===== src/rtl/snn_pkg.sv =====
// rtl/snn_pkg.sv - shared defaults, FSM state codes and reset-mode encodings for the neuron block
package snn_pkg;

    localparam int DEF_NUM_AXONS       = 256;
    localparam int DEF_FIELD_WIDTH     = 9;
    localparam int DEF_NUM_RESET_MODES = 2;

    localparam int RESET_ABSOLUTE = 0;
    localparam int RESET_LINEAR   = 1;

    typedef logic [2:0] state_t;

    localparam state_t ST_IDLE      = 3'd0;
    localparam state_t ST_INTEGRATE = 3'd1;
    localparam state_t ST_LEAK      = 3'd2;
    localparam state_t ST_FIRE      = 3'd3;
    localparam state_t ST_DONE      = 3'd4;

endpackage


===== src/rtl/sat_add.sv =====
// rtl/sat_add.sv - combinational signed add/subtract, one bit wider internally, clamped to WIDTH
module sat_add #(
    parameter int WIDTH = 9
) (
    input  logic signed [WIDTH-1:0] a,
    input  logic signed [WIDTH-1:0] b,
    input  logic                    sub,
    output logic signed [WIDTH-1:0] sum
);

    localparam logic [WIDTH-1:0] MAX_VAL = {1'b0, {(WIDTH-1){1'b1}}};
    localparam logic [WIDTH-1:0] MIN_VAL = {1'b1, {(WIDTH-1){1'b0}}};

    logic [WIDTH:0] wide;

    always_comb begin
        if (sub) begin
            wide = {a[WIDTH-1], a} - {b[WIDTH-1], b};
        end else begin
            wide = {a[WIDTH-1], a} + {b[WIDTH-1], b};
        end
        // Top two bits disagree only when the true result left the WIDTH-bit range
        if (wide[WIDTH] != wide[WIDTH-1]) begin
            sum = wide[WIDTH] ? MIN_VAL : MAX_VAL;
        end else begin
            sum = wide[WIDTH-1:0];
        end
    end

endmodule


===== src/rtl/neuron_block.sv =====
// rtl/neuron_block.sv - sequential leaky integrate-and-fire update, one axon per clock
module neuron_block
    import snn_pkg::*;
#(
    parameter int NUM_AXONS       = DEF_NUM_AXONS,
    parameter int WEIGHT_WIDTH    = DEF_FIELD_WIDTH,
    parameter int LEAK_WIDTH      = DEF_FIELD_WIDTH,
    parameter int THRESHOLD_WIDTH = DEF_FIELD_WIDTH,
    parameter int POTENTIAL_WIDTH = DEF_FIELD_WIDTH,
    parameter int NUM_RESET_MODES = DEF_NUM_RESET_MODES
) (
    input  logic                                 wb_clk_i,
    input  logic                                 wb_rst_ni,
    input  logic                                 enable_calc_i,
    input  logic [NUM_AXONS-1:0]                 axon_spikes_i,
    input  logic [NUM_AXONS-1:0]                 connections_i,
    input  logic signed [LEAK_WIDTH-1:0]         leak_i,
    input  logic signed [WEIGHT_WIDTH-1:0]       weights_0_i,
    input  logic signed [WEIGHT_WIDTH-1:0]       weights_1_i,
    input  logic signed [THRESHOLD_WIDTH-1:0]    positive_threshold_i,
    input  logic signed [THRESHOLD_WIDTH-1:0]    negative_threshold_i,
    input  logic signed [POTENTIAL_WIDTH-1:0]    reset_potential_i,
    input  logic signed [POTENTIAL_WIDTH-1:0]    current_potential_i,
    input  logic [$clog2(NUM_RESET_MODES)-1:0]   reset_mode_i,
    output logic                                 busy_o,
    output logic                                 done_o,
    output logic                                 spike_o,
    output logic signed [POTENTIAL_WIDTH-1:0]    new_potential_o
);

    localparam int CW = (NUM_AXONS > 1) ? $clog2(NUM_AXONS) : 1;
    localparam int RW = $clog2(NUM_RESET_MODES);
    localparam int PW = POTENTIAL_WIDTH;

    state_t                       state_q;
    logic [NUM_AXONS-1:0]         active_q;
    logic [CW-1:0]                cnt_q;
    logic signed [PW-1:0]         acc_q;
    logic signed [WEIGHT_WIDTH-1:0]    w0_q, w1_q;
    logic signed [LEAK_WIDTH-1:0]      leak_q;
    logic signed [THRESHOLD_WIDTH-1:0] pthr_q, nthr_q;
    logic signed [PW-1:0]         rpot_q;
    logic [RW-1:0]                mode_q;
    logic                         fired_q;

    logic signed [PW-1:0] weight_ext, leak_ext, pthr_ext, nthr_ext;
    logic signed [PW-1:0] int_sum, leak_sum, lin_sum;

    always_comb begin
        weight_ext = '0;
        if (active_q[cnt_q]) begin
            weight_ext = cnt_q[0] ? PW'(w1_q) : PW'(w0_q);
        end
        leak_ext = PW'(leak_q);
        pthr_ext = PW'(pthr_q);
        nthr_ext = PW'(nthr_q);
    end

    sat_add #(.WIDTH(PW)) u_sat_integrate (.a(acc_q), .b(weight_ext), .sub(1'b0), .sum(int_sum));
    sat_add #(.WIDTH(PW)) u_sat_leak      (.a(acc_q), .b(leak_ext),   .sub(1'b0), .sum(leak_sum));
    sat_add #(.WIDTH(PW)) u_sat_linear    (.a(acc_q), .b(pthr_ext),   .sub(1'b1), .sum(lin_sum));

    assign busy_o = (state_q != ST_IDLE);

    always_ff @(posedge wb_clk_i or negedge wb_rst_ni) begin
        if (!wb_rst_ni) begin
            state_q         <= ST_IDLE;
            active_q        <= '0;
            cnt_q           <= '0;
            acc_q           <= '0;
            w0_q            <= '0;
            w1_q            <= '0;
            leak_q          <= '0;
            pthr_q          <= '0;
            nthr_q          <= '0;
            rpot_q          <= '0;
            mode_q          <= '0;
            fired_q         <= 1'b0;
            done_o          <= 1'b0;
            spike_o         <= 1'b0;
            new_potential_o <= '0;
        end else begin
            done_o  <= 1'b0;
            spike_o <= 1'b0;
            case (state_q)
                ST_IDLE: begin
                    if (enable_calc_i) begin
                        active_q <= axon_spikes_i & connections_i;
                        w0_q     <= weights_0_i;
                        w1_q     <= weights_1_i;
                        leak_q   <= leak_i;
                        pthr_q   <= positive_threshold_i;
                        nthr_q   <= negative_threshold_i;
                        rpot_q   <= reset_potential_i;
                        mode_q   <= reset_mode_i;
                        acc_q    <= current_potential_i;
                        cnt_q    <= '0;
                        state_q  <= ST_INTEGRATE;
                    end
                end
                ST_INTEGRATE: begin
                    acc_q <= int_sum;
                    cnt_q <= cnt_q + 1'b1;
                    if (cnt_q == CW'(NUM_AXONS - 1)) begin
                        state_q <= ST_LEAK;
                    end
                end
                ST_LEAK: begin
                    acc_q   <= leak_sum;
                    state_q <= ST_FIRE;
                end
                ST_FIRE: begin
                    if (acc_q >= pthr_ext) begin
                        fired_q <= 1'b1;
                        acc_q   <= (mode_q == RW'(RESET_LINEAR)) ? lin_sum : rpot_q;
                    end else begin
                        fired_q <= 1'b0;
                        if (acc_q < nthr_ext) begin
                            acc_q <= nthr_ext;
                        end
                    end
                    state_q <= ST_DONE;
                end
                ST_DONE: begin
                    done_o          <= 1'b1;
                    spike_o         <= fired_q;
                    new_potential_o <= acc_q;
                    state_q         <= ST_IDLE;
                end
                default: state_q <= ST_IDLE;
            endcase
        end
    end

endmodule


===== config.mk =====
export PLATFORM = sky130hd
export DESIGN_NAME = neuron_block
export DESIGN_NICKNAME = d
export VERILOG_FILES = /design/src/rtl/snn_pkg.sv /design/src/rtl/sat_add.sv /design/src/rtl/neuron_block.sv
export SDC_FILE = /design/constraint.sdc
export NUM_CORES = 1
export LEC_CHECK = 0
export ABC_AREA = 1
export CAP_MARGIN = 30
export CORE_AREA = 2 2 228 230
export CTS_CLUSTER_DIAMETER = 80
export DETAILED_ROUTE_END_ITERATION = 8
export DIE_AREA = 0 0 230 232
export PLACE_DENSITY = 0.66
export SLEW_MARGIN = 20
export SYNTH_ARGS = -nofsm -noshare
export SYNTH_HDL_FRONTEND = slang
export SYNTH_SLANG_ARGS = --single-unit

===== constraint.sdc =====
create_clock -name wb_clk_i -period 8.2 [get_ports wb_clk_i]
set_input_delay 1.64 -clock wb_clk_i [delete_from_list [all_inputs] [get_ports wb_clk_i]]
set_output_delay 1.64 -clock wb_clk_i [all_outputs]
set_load 0.01 [all_outputs]

; After elaboration in Yosys (flattened, before gate mapping)
; Cells that the tools add are included.
[word_totals]
reg_bits = 343
output_inout_bits = 12
input_bits = 579
wordCells = 65
[op_classes]
n_eq_ne = 11
magnitude_cmp = 3
add_sub_neg = 4
n_bitwise = 1
n_reduce_logical = 8
n_mux = 23
[ops]
columns = cell, count
row1 = $and A256 B256 Y256, 1
row2 = $mux W9, 12
row3 = $pmux W9 S4, 1
row4 = $add A9 B9 Y10, 2
row5 = $pmux W8 S2, 1
row6 = $pmux W3 S4, 1
row7 = $sub A9 B9 Y10, 1
row8 = $ge A9 B9 Y1, 1
row9 = $lt A8 B9 Y1 const B, 1
row10 = $lt A9 B9 Y1, 1
row11 = $add A8 B1 Y8 const B, 1
row12 = $bmux W1 S8, 1
row13 = $eq A8 B8 Y1 const B, 1
row14 = $mux W8, 1
row15 = $eq A3 B2 Y1 const B, 2
row16 = $mux W3, 2
row17 = $reduce_and A2 Y1, 3
row18 = $mux W1, 4
row19 = $ne A2 B2 Y1 const B, 2
row20 = $reduce_bool A4 Y1, 1
row21 = $eq A3 B1 Y1 const B, 1
row22 = $eq A3 B3 Y1 const B, 1
row23 = $logic_not A3 Y1, 1
row24 = $ne A1 B1 Y1, 3
row25 = 4 further kinds, 4

; Logic depth before layout (Yosys ltp)
; Gate-level depths: netlist (run 1).
[depth]
ltp_word = 7
mapped_depth = 29
mapped_depth_nobuf = 28

; Hierarchy
; A second synthesis (run 1) with hierarchy kept.
[unflattened]
hier_cells = 2567
hier_area_um2 = 19439.9
[by_module_without_submodules]
columns = mod, area_each_um2, n_inst, seq_area_each_um2, cells_per_inst
row1 = neuron_block, 16955.0, 1, 8583.2, 2150
row2 = sat_add, 828.3, 3, 0.0, 139

; Worst setup path after synthesis (run 1)
; No wires, ideal clock.
[synth_path]
kind = reg-to-reg
start = register cnt_q[0]
end = register acc_q[1]
setup_ps = 113
n_path_buf = 3
stages_incl_launch_ff = 30
arrival_time_ps = 3219
setup_slack_ps = 4869
synth_period_minus_slack_ps = 3331
t_required_ps = 8087
cell_sequence = dfrtp_1 buf_4 buf_8 buf_6 a21oi_1 o21ai_0 nand3_1 nand3_1 nand3_1 nand2_1 nand2_1 nand3_2 nand3_4 a21oi_1 ha_1 fa_1 nand3_1 nand2_1 nand4_1 nand2_1 nand2_1 nand2_1 nand3_1 nand2_1 inv_1 nor2_1 nor2_1 nand3_1 nand2_1 inv_1
[synth_via]
elab_chain_cells = 7
word_cells_on_any_way = 9
classes_between = 1 x add/sub / 1 x eq/ne / 7 x mux
[synth_rtl]
columns = item, line
row1 = "start, declared", neuron_block.sv:37  ; logic [CW-1:0] cnt_q;
row2 = "start signal, assigned", neuron_block.sv:103  ; cnt_q <= cnt_q + 1'b1;
row3 = $bmux W1 S8, neuron_block.sv:51  ; if (active_q[cnt_q]) begin
row4 = $mux W1 (implied by the code), neuron_block.sv:51
row5 = $mux W9 *, neuron_block.sv:51
row6 = $add A9 B9 Y10 *, sat_add.sv:20  ; wide = {a[WIDTH-1], a} + {b[WIDTH-1], b};
row7 = $mux W9 or $ne A1 B1 Y1 (tied branches), "sat_add.sv:24, sat_add.sv:23"
row8 = $mux W9 *, sat_add.sv:23  ; if (wide[WIDTH] != wide[WIDTH-1]) begin
row9 = $pmux W9 S4 *, neuron_block.sv:85  ; case (state_q)
row10 = "end signal, assigned", neuron_block.sv:96  ; acc_q <= current_potential_i;
row11 = "end signal, assigned", neuron_block.sv:102  ; acc_q <= int_sum;
row12 = "end signal, assigned", neuron_block.sv:109  ; acc_q <= leak_sum;
row13 = "end, declared", neuron_block.sv:38  ; logic signed [PW-1:0] acc_q;
; Every way passes the cells marked *; elsewhere a longest branch is shown, timed or not. The select of a mux whose other input is x is not followed.
; A chain may end at the register's enable or synchronous reset.

; Final worst setup path (run 1)
[layout_path]
start = register cnt_q[0]
end = register acc_q[3]
; The elaborated chain is that of the path after synthesis.

==> results of run 1 <==
## cell usage in the layout, fill, tap and decap left out, types with 3 or more instances in the layout
master and n:
nand3_1 417, clkbuf_1 12, fa_1 3, buf_16 3, clkdlybuf4s50_1 589, nand2_1 735, buf_4 7, nor2_1 58
dfrtp_1 340, mux2i_1 9, o21ai_0 218, buf_12 4, inv_2 4, clkbuf_8 6, bufinv_16 4, nand4_1 10
o21ai_1 18, clkbuf_16 41, a21o_1 4, inv_6 3, o211ai_1 3, inv_1 180, o21bai_1 4, a21oi_1 138
ha_1 37, xnor2_1 8, nand3_2 4, nor3_2 4, clkinv_2 4, xor2_1 10
## cell type report
type | count | area [µm²] | share of cell area [%]
Timing Repair Buffer | 604 | 6130 | 23.8
Clock inverter | 14 | 208 | 0.808
Tap cell | 680 | 851 | 3.31
Clock buffer | 59 | 1150 | 4.49
Sequential cell | 343 | 8590 | 33.4
Multi-Input combinational cell | 1694 | 8070 | 31.4
Inverter | 187 | 707 | 2.75
Antenna cell | 1 | 2.50 | 0.00973
## power by group through the flow
stage               clock network, mW  logic [mW]  registers [mW]
floorplan                           0        3.29            2.77
global placement                    0        4.39            3.05
detailed placement                  0        4.47            3.06
CTS                              1.90        4.50            3.04
global route                     1.97        5.18            3.11
finish                           1.85        4.52            3.02
## cell families (layout without fill, tap and decap cells)
family                   after synthesis  after routing  synth area share (%)
AO/OA/AOI/OAI                        395            395                  11.3
buffers and inverters                313            864                  7.42
flip-flops                           343            343                  47.7
other                                  0              1                     0
AND/OR/NAND/NOR                     1232           1232                  29.2
adder cells (fa/ha/maj)               40             40                  2.91
XOR/XNOR                              18             18                 0.877
multiplexers                           9              9                 0.501
## synthesized netlist by cell type, types with 4 or more instances
master,number
nand2_1,735
nand3_1,417
dfrtp_1,343
o21ai_0,218
inv_1,181
a21oi_1,138
nor2_1,59
clkbuf_1,57
buf_2,52
ha_1,37
o21ai_1,18
buf_6,10
nand4_1,10
xor2_1,10
mux2i_1,9
xnor2_1,8
a21o_1,4
buf_1,4
nand3_2,4
nor3_2,4
o21bai_1,4
## stage by stage
step | hold WS, ps | total power [mW] | cell area, µm² | std cells | util [%]
2_1_floorplan | 441 | 6.06 | 18000 | 2350 | -
3_3_place_gp | 457 | 7.44 | 24200 | 3504 | 47.6
3_5_place_dp | 458 | 7.53 | 24300 | 3505 | 47.7
4_1_cts | 473 | 9.44 | 25600 | 3578 | 50.4
5_1_grt | 494 | 10.3 | 25700 | 3582 | 50.5
6_report | 467 | 9.39 | 25700 | 3582 | 50.5
## flip-flops by register name (all words and copies together) (netlist names), 9 cells and up
name,flops
acc_q,9
active_q,256
leak_ext,9
new_potential_o,9
nthr_ext,9
pthr_ext,9
rpot_q,9
w0_q,9
w1_q,9
## worst register-to-register path, delay by kind of cell (launching register included)
kind,cells,cell delay (ps)
and+or+nand+nor,19,1800
adders and majority gates,2,690
AOI/OAI and AO/OA,2,430
DFF,1,880
buffers and inverters,3,910
## worst paths after layout
kind                                 startpoint                        end  slack [ps]  cells past startpoint
setup / recovery           cnt_q[0]$_DFFE_PN0P_       acc_q[3]$_DFFE_PN0P_        3350                     26
hold / removal              w0_q[1]$_DFFE_PN0P_        w0_q[1]$_DFFE_PN0P_         470                      2
setup reg to reg           cnt_q[0]$_DFFE_PN0P_       acc_q[3]$_DFFE_PN0P_        3350                     26
hold reg to reg             w0_q[1]$_DFFE_PN0P_        w0_q[1]$_DFFE_PN0P_         470                      2
max in group asynchronous             wb_rst_ni  active_q[114]$_DFFE_PN0P_        5850                      2
min in group asynchronous             wb_rst_ni           done_o$_DFF_PN0_        1150                      1
## metal layers
layer / vias to the layer above / track usage (%) / part of all wire [%]
met1: 8363 / 31.8 / 43
met5: - / 0 / 0.020
met4: 2 / 6.29 / 2.1
li1: 8771 / - / -
met3: 87 / 3.16 / 5.6
met2: 594 / 42.4 / 49
==> flow_metrics.env, run 1 <==
export IMPL_place_ws_ps=3390
export IMPL_rsz0062_at_grt="false"
export IMPL_vias=17800
export IMPL_end_kind="register"
export IMPL_async_flop_share_pct=100
export IMPL_postCtsSetupBuffers=0
export IMPL_cts_resized=0
export IMPL_yosys_cell_types_count=37
export IMPL_cp_common_cell="nand2_1"
export IMPL_drt_drc_violations_left=0
export IMPL_crit_slowest_cell="dfrtp_4"
export IMPL_clockBufferDepth=3
export IMPL_postRouteAntennaNets=0
export IMPL_clk_latency_ps=560
export IMPL_internal_power_mw=5.26
export IMPL_p_seq_share_pct=32.2
export IMPL_htree_levels=2
export IMPL_net_switching_power_mw=4.13
export IMPL_clk_root_buffer_cell="clkbuf_16"
export IMPL_wirelength_um=65600
export IMPL_crit_arrival_ps=5300
export IMPL_yosys_area_top_type="dfrtp_1"
export IMPL_period_share_pct=59.2
export IMPL_clock_sinks=343
export IMPL_hold_buffers=0
export IMPL_dr_pass1_iters=5
export IMPL_grt_max_degree=243
export IMPL_drv_slew=0
export IMPL_synth_fp_nets=2969
export IMPL_syn_area_mm2=0.0180
export IMPL_ys_ff_latch=343
export IMPL_setup_tns_ps=0
export IMPL_synth_cells=2350
export IMPL_comb_power_share_pct=48.1
export IMPL_dp_hpwl_um=47800
export IMPL_powerDensity_mw_per_mm2=365
export IMPL_antenna_found_initial=2
export IMPL_hp_class="reg -> reg"
export IMPL_io_buffers=590
export IMPL_leakage_nw=12.0
export IMPL_slowest_delay_ps=880
export IMPL_clock_skew_ps=18.2
export IMPL_worst_slack_ps=3350
export IMPL_worstPathMaxFanout=98
export IMPL_syn2layout_area_growth_pct=43.0
export IMPL_fp_row_count=83
export IMPL_seq_area_frac_synth_pct=47.7
export IMPL_fmax_ghz=0.206
export IMPL_grt_util_all_layers_pct=24.3
export IMPL_worstPathRequired_ps=8650
export IMPL_cp_start_kind="register"
export IMPL_fillerInstances=4909
export IMPL_drt_iter0_drc=1246
export IMPL_die_height_um=232
export IMPL_worst_pin_slew_ps=1080
export IMPL_drt_wirelength_per_cell_um=18.3
export IMPL_drive_above_1_share_pct=3.38
export IMPL_final_nets=3490
export IMPL_cap_violations=0
export IMPL_irDropWorstVdd_mv=0.197
export IMPL_routed_via_density=4.97
export IMPL_ys_flop_type="dfrtp_1"
export IMPL_period_minus_slack_ps=4850
export IMPL_dieArea_mm2=0.0534
export IMPL_setup_viol=0
export IMPL_grt_ovfl_total=0
export IMPL_avgSynthCellArea_um2=7.65
export IMPL_cts_tree="done"
export IMPL_ys_warn_count=0
export IMPL_sw_frac_of_total_pct=44.0
export IMPL_grt_pass1_wl_um=101000
export IMPL_grt_pass1_vias=18000
export IMPL_clkPwrFrac_pct=19.7
export IMPL_synth_edf_count=0
export IMPL_hold_violations=0
export IMPL_synthTopCellsByArea="dfrtp_1 48%, nand2_1 15%, nand3_1 12%, o21ai_0 6.1%, a21oi_1 3.8%"
export IMPL_place_congestion=0.898
export IMPL_die_width_um=230
export IMPL_clk_pin_slew_ps=60
export IMPL_slew_headroom_pct=28.2
export IMPL_worst_setup_path_type="reg -> reg"
export IMPL_status="finished clean"
export IMPL_numCtsBuffers=41
export IMPL_cp_buffers_inverters=3
export IMPL_crit_family="simple AND/OR/NAND/NOR gates"
export IMPL_io_pins=591
export IMPL_start_util_pct=35.3
export IMPL_netlist_area_leader_share_pct=47.7
export IMPL_core_mm2=0.0509
Note: power is estimated with default switching activity, not from simulation.
==> inputs of run 2 (changes only) <==
- CORE_AREA: 2 2 228 230 -> 2 2 230 232
- DIE_AREA: 0 0 230 232 -> 0 0 232 234
- PLACE_DENSITY: 0.66 -> 0.68
- clock period: 8.2 -> 4.4 ns (I/O delays scaled with it)
==> flow_metrics.env, run 2 (same netlist as run 1, synthesis figures left out) <==
export IMPL_multi_input_area_mm2=0.00807
export IMPL_routed_via_density=4.99
export IMPL_rr_startpoint="cnt_q[0]$_DFFE_PN0P_"
export IMPL_drt_wirelength_per_cell_um=18.7
export IMPL_cts_tree="done"
export IMPL_drv_slew=0
export IMPL_regArea_mm2=0.00859
export IMPL_io_pins=591
export IMPL_syn2layout_area_growth_pct=44.4
export IMPL_worst_setup_path_type="reg -> reg"
export IMPL_p_seq_share_pct=30.7
export IMPL_slew_headroom_pct=32.6
export IMPL_setup_tns_ps=0
export IMPL_grt_pass1_vias=17900
export IMPL_status="finished clean"
export IMPL_clk_pin_slew_ps=60
export IMPL_period_minus_slack_ps=3970
export IMPL_crit_slowest_cell="dfrtp_4"
export IMPL_numCtsBuffers=41
export IMPL_end_kind="register"
export IMPL_dieArea_mm2=0.0543
export IMPL_total_power_mw=17.9
export IMPL_grt_util_all_layers_pct=24.3
export IMPL_htree_levels=2
export IMPL_period_share_pct=90.3
export IMPL_die_width_um=232
export IMPL_clock_sinks=343
export IMPL_cp_common_cell="nand2_1"
export IMPL_rsz0062_at_grt="false"
export IMPL_internal_power_mw=10.1
export IMPL_sw_frac_of_total_pct=43.6
export IMPL_worstPathRequired_ps=4860
export IMPL_clkPwrFrac_pct=20.4
export IMPL_crit_arrival_ps=4430
export IMPL_vias=18000
export IMPL_mostFrequentLayoutCell="nand2_1"
export IMPL_cp_start_kind="register"
export IMPL_regToRegSetupSlack_ps=430
export IMPL_largest_register_ff_count=256
export IMPL_rr_endpoint="acc_q[4]$_DFFE_PN0P_"
export IMPL_largest_register="active_q"
export IMPL_drt_drc_violations_left=0
export IMPL_r2r_cells=27
export IMPL_core_mm2=0.0520
export IMPL_fillerInstances=4923
export IMPL_drive_above_1_share_pct=3.98
export IMPL_fp_row_count=84
export IMPL_clock_skew_ps=12.4
export IMPL_dp_hpwl_um=50000
export IMPL_grt_pass1_wl_um=102000
export IMPL_most_common_layout_cells="735 x nand2_1, 589 x clkdlybuf4s50_1, 417 x nand3_1"
export IMPL_worst_pin_slew_ps=1010
export IMPL_fmax_ghz=0.252
export IMPL_wirelength_um=67400
export IMPL_worstPathMaxFanout=70
export IMPL_stdcell_area_mm2=0.0260
export IMPL_final_nets=3502
export IMPL_antenna_found_initial=1
export IMPL_dr_pass1_iters=8
export IMPL_slowest_delay_ps=510
export IMPL_powerDensity_mw_per_mm2=690
export IMPL_clockBufferDepth=3
export IMPL_net_switching_power_mw=7.81
export IMPL_start_util_pct=34.6
export IMPL_place_congestion=0.897
export IMPL_io_buffers=590
export IMPL_postRouteAntennaNets=0
export IMPL_comb_power_share_pct=48.9
export IMPL_setup_viol=0
export IMPL_drt_iter0_drc=1388
export IMPL_clk_root_buffer_cell="clkbuf_16"
export IMPL_die_height_um=234
export IMPL_grt_max_degree=217
export IMPL_post_dp_cell_area_mm2=0.0245
export IMPL_irDropWorstVdd_mv=0.496
export IMPL_hp_class="in -> async"
export IMPL_grt_ovfl_total=0
export IMPL_clk_latency_ps=560
export IMPL_cap_violations=0
export IMPL_leakage_nw=12.1
export IMPL_hold_violations=0
export IMPL_antenna_cells=0
-- run 2: how the worst max path moves through the flow --
stage                          from              endpoint  slack (ps)  cells past startpoint
5_1_grt        cnt_q[1]$_DFFE_PN0P_  acc_q[3]$_DFFE_PN0P_          20                     27
4_1_cts        cnt_q[0]$_DFFE_PN0P_  acc_q[4]$_DFFE_PN0P_         320                     27
3_5_place_dp   cnt_q[0]$_DFFE_PN0P_  acc_q[4]$_DFFE_PN0P_         350                     27
2_1_floorplan  cnt_q[0]$_DFFE_PN0P_  acc_q[1]$_DFFE_PN0P_        1070                     29
3_3_place_gp   cnt_q[0]$_DFFE_PN0P_  acc_q[4]$_DFFE_PN0P_         370                     27
6_report       cnt_q[0]$_DFFE_PN0P_  acc_q[4]$_DFFE_PN0P_         430                     27
-- run 2: layer usage --
metal	GRT usage, %	wire length [µm]
met3	2.93	4040
met2	41.8	32700
met1	32.0	28700
met5	0	12
met4	7.71	1910
-- run 2: power groups by stage --
stage / clock [mW] / combinational [mW] / sequential, mW
6_report: 3.65 / 8.76 / 5.49
5_1_grt: 3.85 / 9.94 / 5.64
4_1_cts: 3.73 / 8.76 / 5.48
3_5_place_dp: 0 / 8.70 / 5.52
3_3_place_gp: 0 / 8.55 / 5.49
2_1_floorplan: 0 / 6.13 / 5.17
-- run 2: cell type report --
type / instances / share of cell area [%]
Clock buffer: 52 / 4.34
Timing Repair Buffer: 616 / 24.2
Clock inverter: 20 / 1.24
Multi-Input combinational cell: 1694 / 31.1
Inverter: 187 / 2.73
Sequential cell: 343 / 33.1
Tap cell: 688 / 3.32
-- run 2: stage by stage --
stage | util [%] | hold WS, ps | setup WS, ps | cells
finish | 49.9 | 374 | 429 | 3600
global route | 49.9 | 471 | 18.3 | 3600
CTS | 49.8 | 447 | 322 | 3599
detailed placement | 47.0 | 461 | 347 | 3527
global placement | 47.0 | 457 | 373 | 3527
floorplan | - | 441 | 1070 | 2350
-- run 2: worst max-delay path, delay by kind of cell, from the launching register on --
family                   cells  cell delay [ps]
AO/OA/AOI/OAI                3              550
adder cells (fa/ha/maj)      2              700
buffers and inverters        3              290
flip-flops                   1              510
AND/OR/NAND/NOR             19             1790
-- run 2: repair_timing --
| action | in CTS | in global routing |
|---|---|---|
| resized for setup | 0 | 3 |
| endpoints found under the hold margin | 0 | 0 |
| hold buffers | 0 | 0 |
| setup buffers | 0 | 0 |
| endpoints found under the setup margin | 0 | 2 |
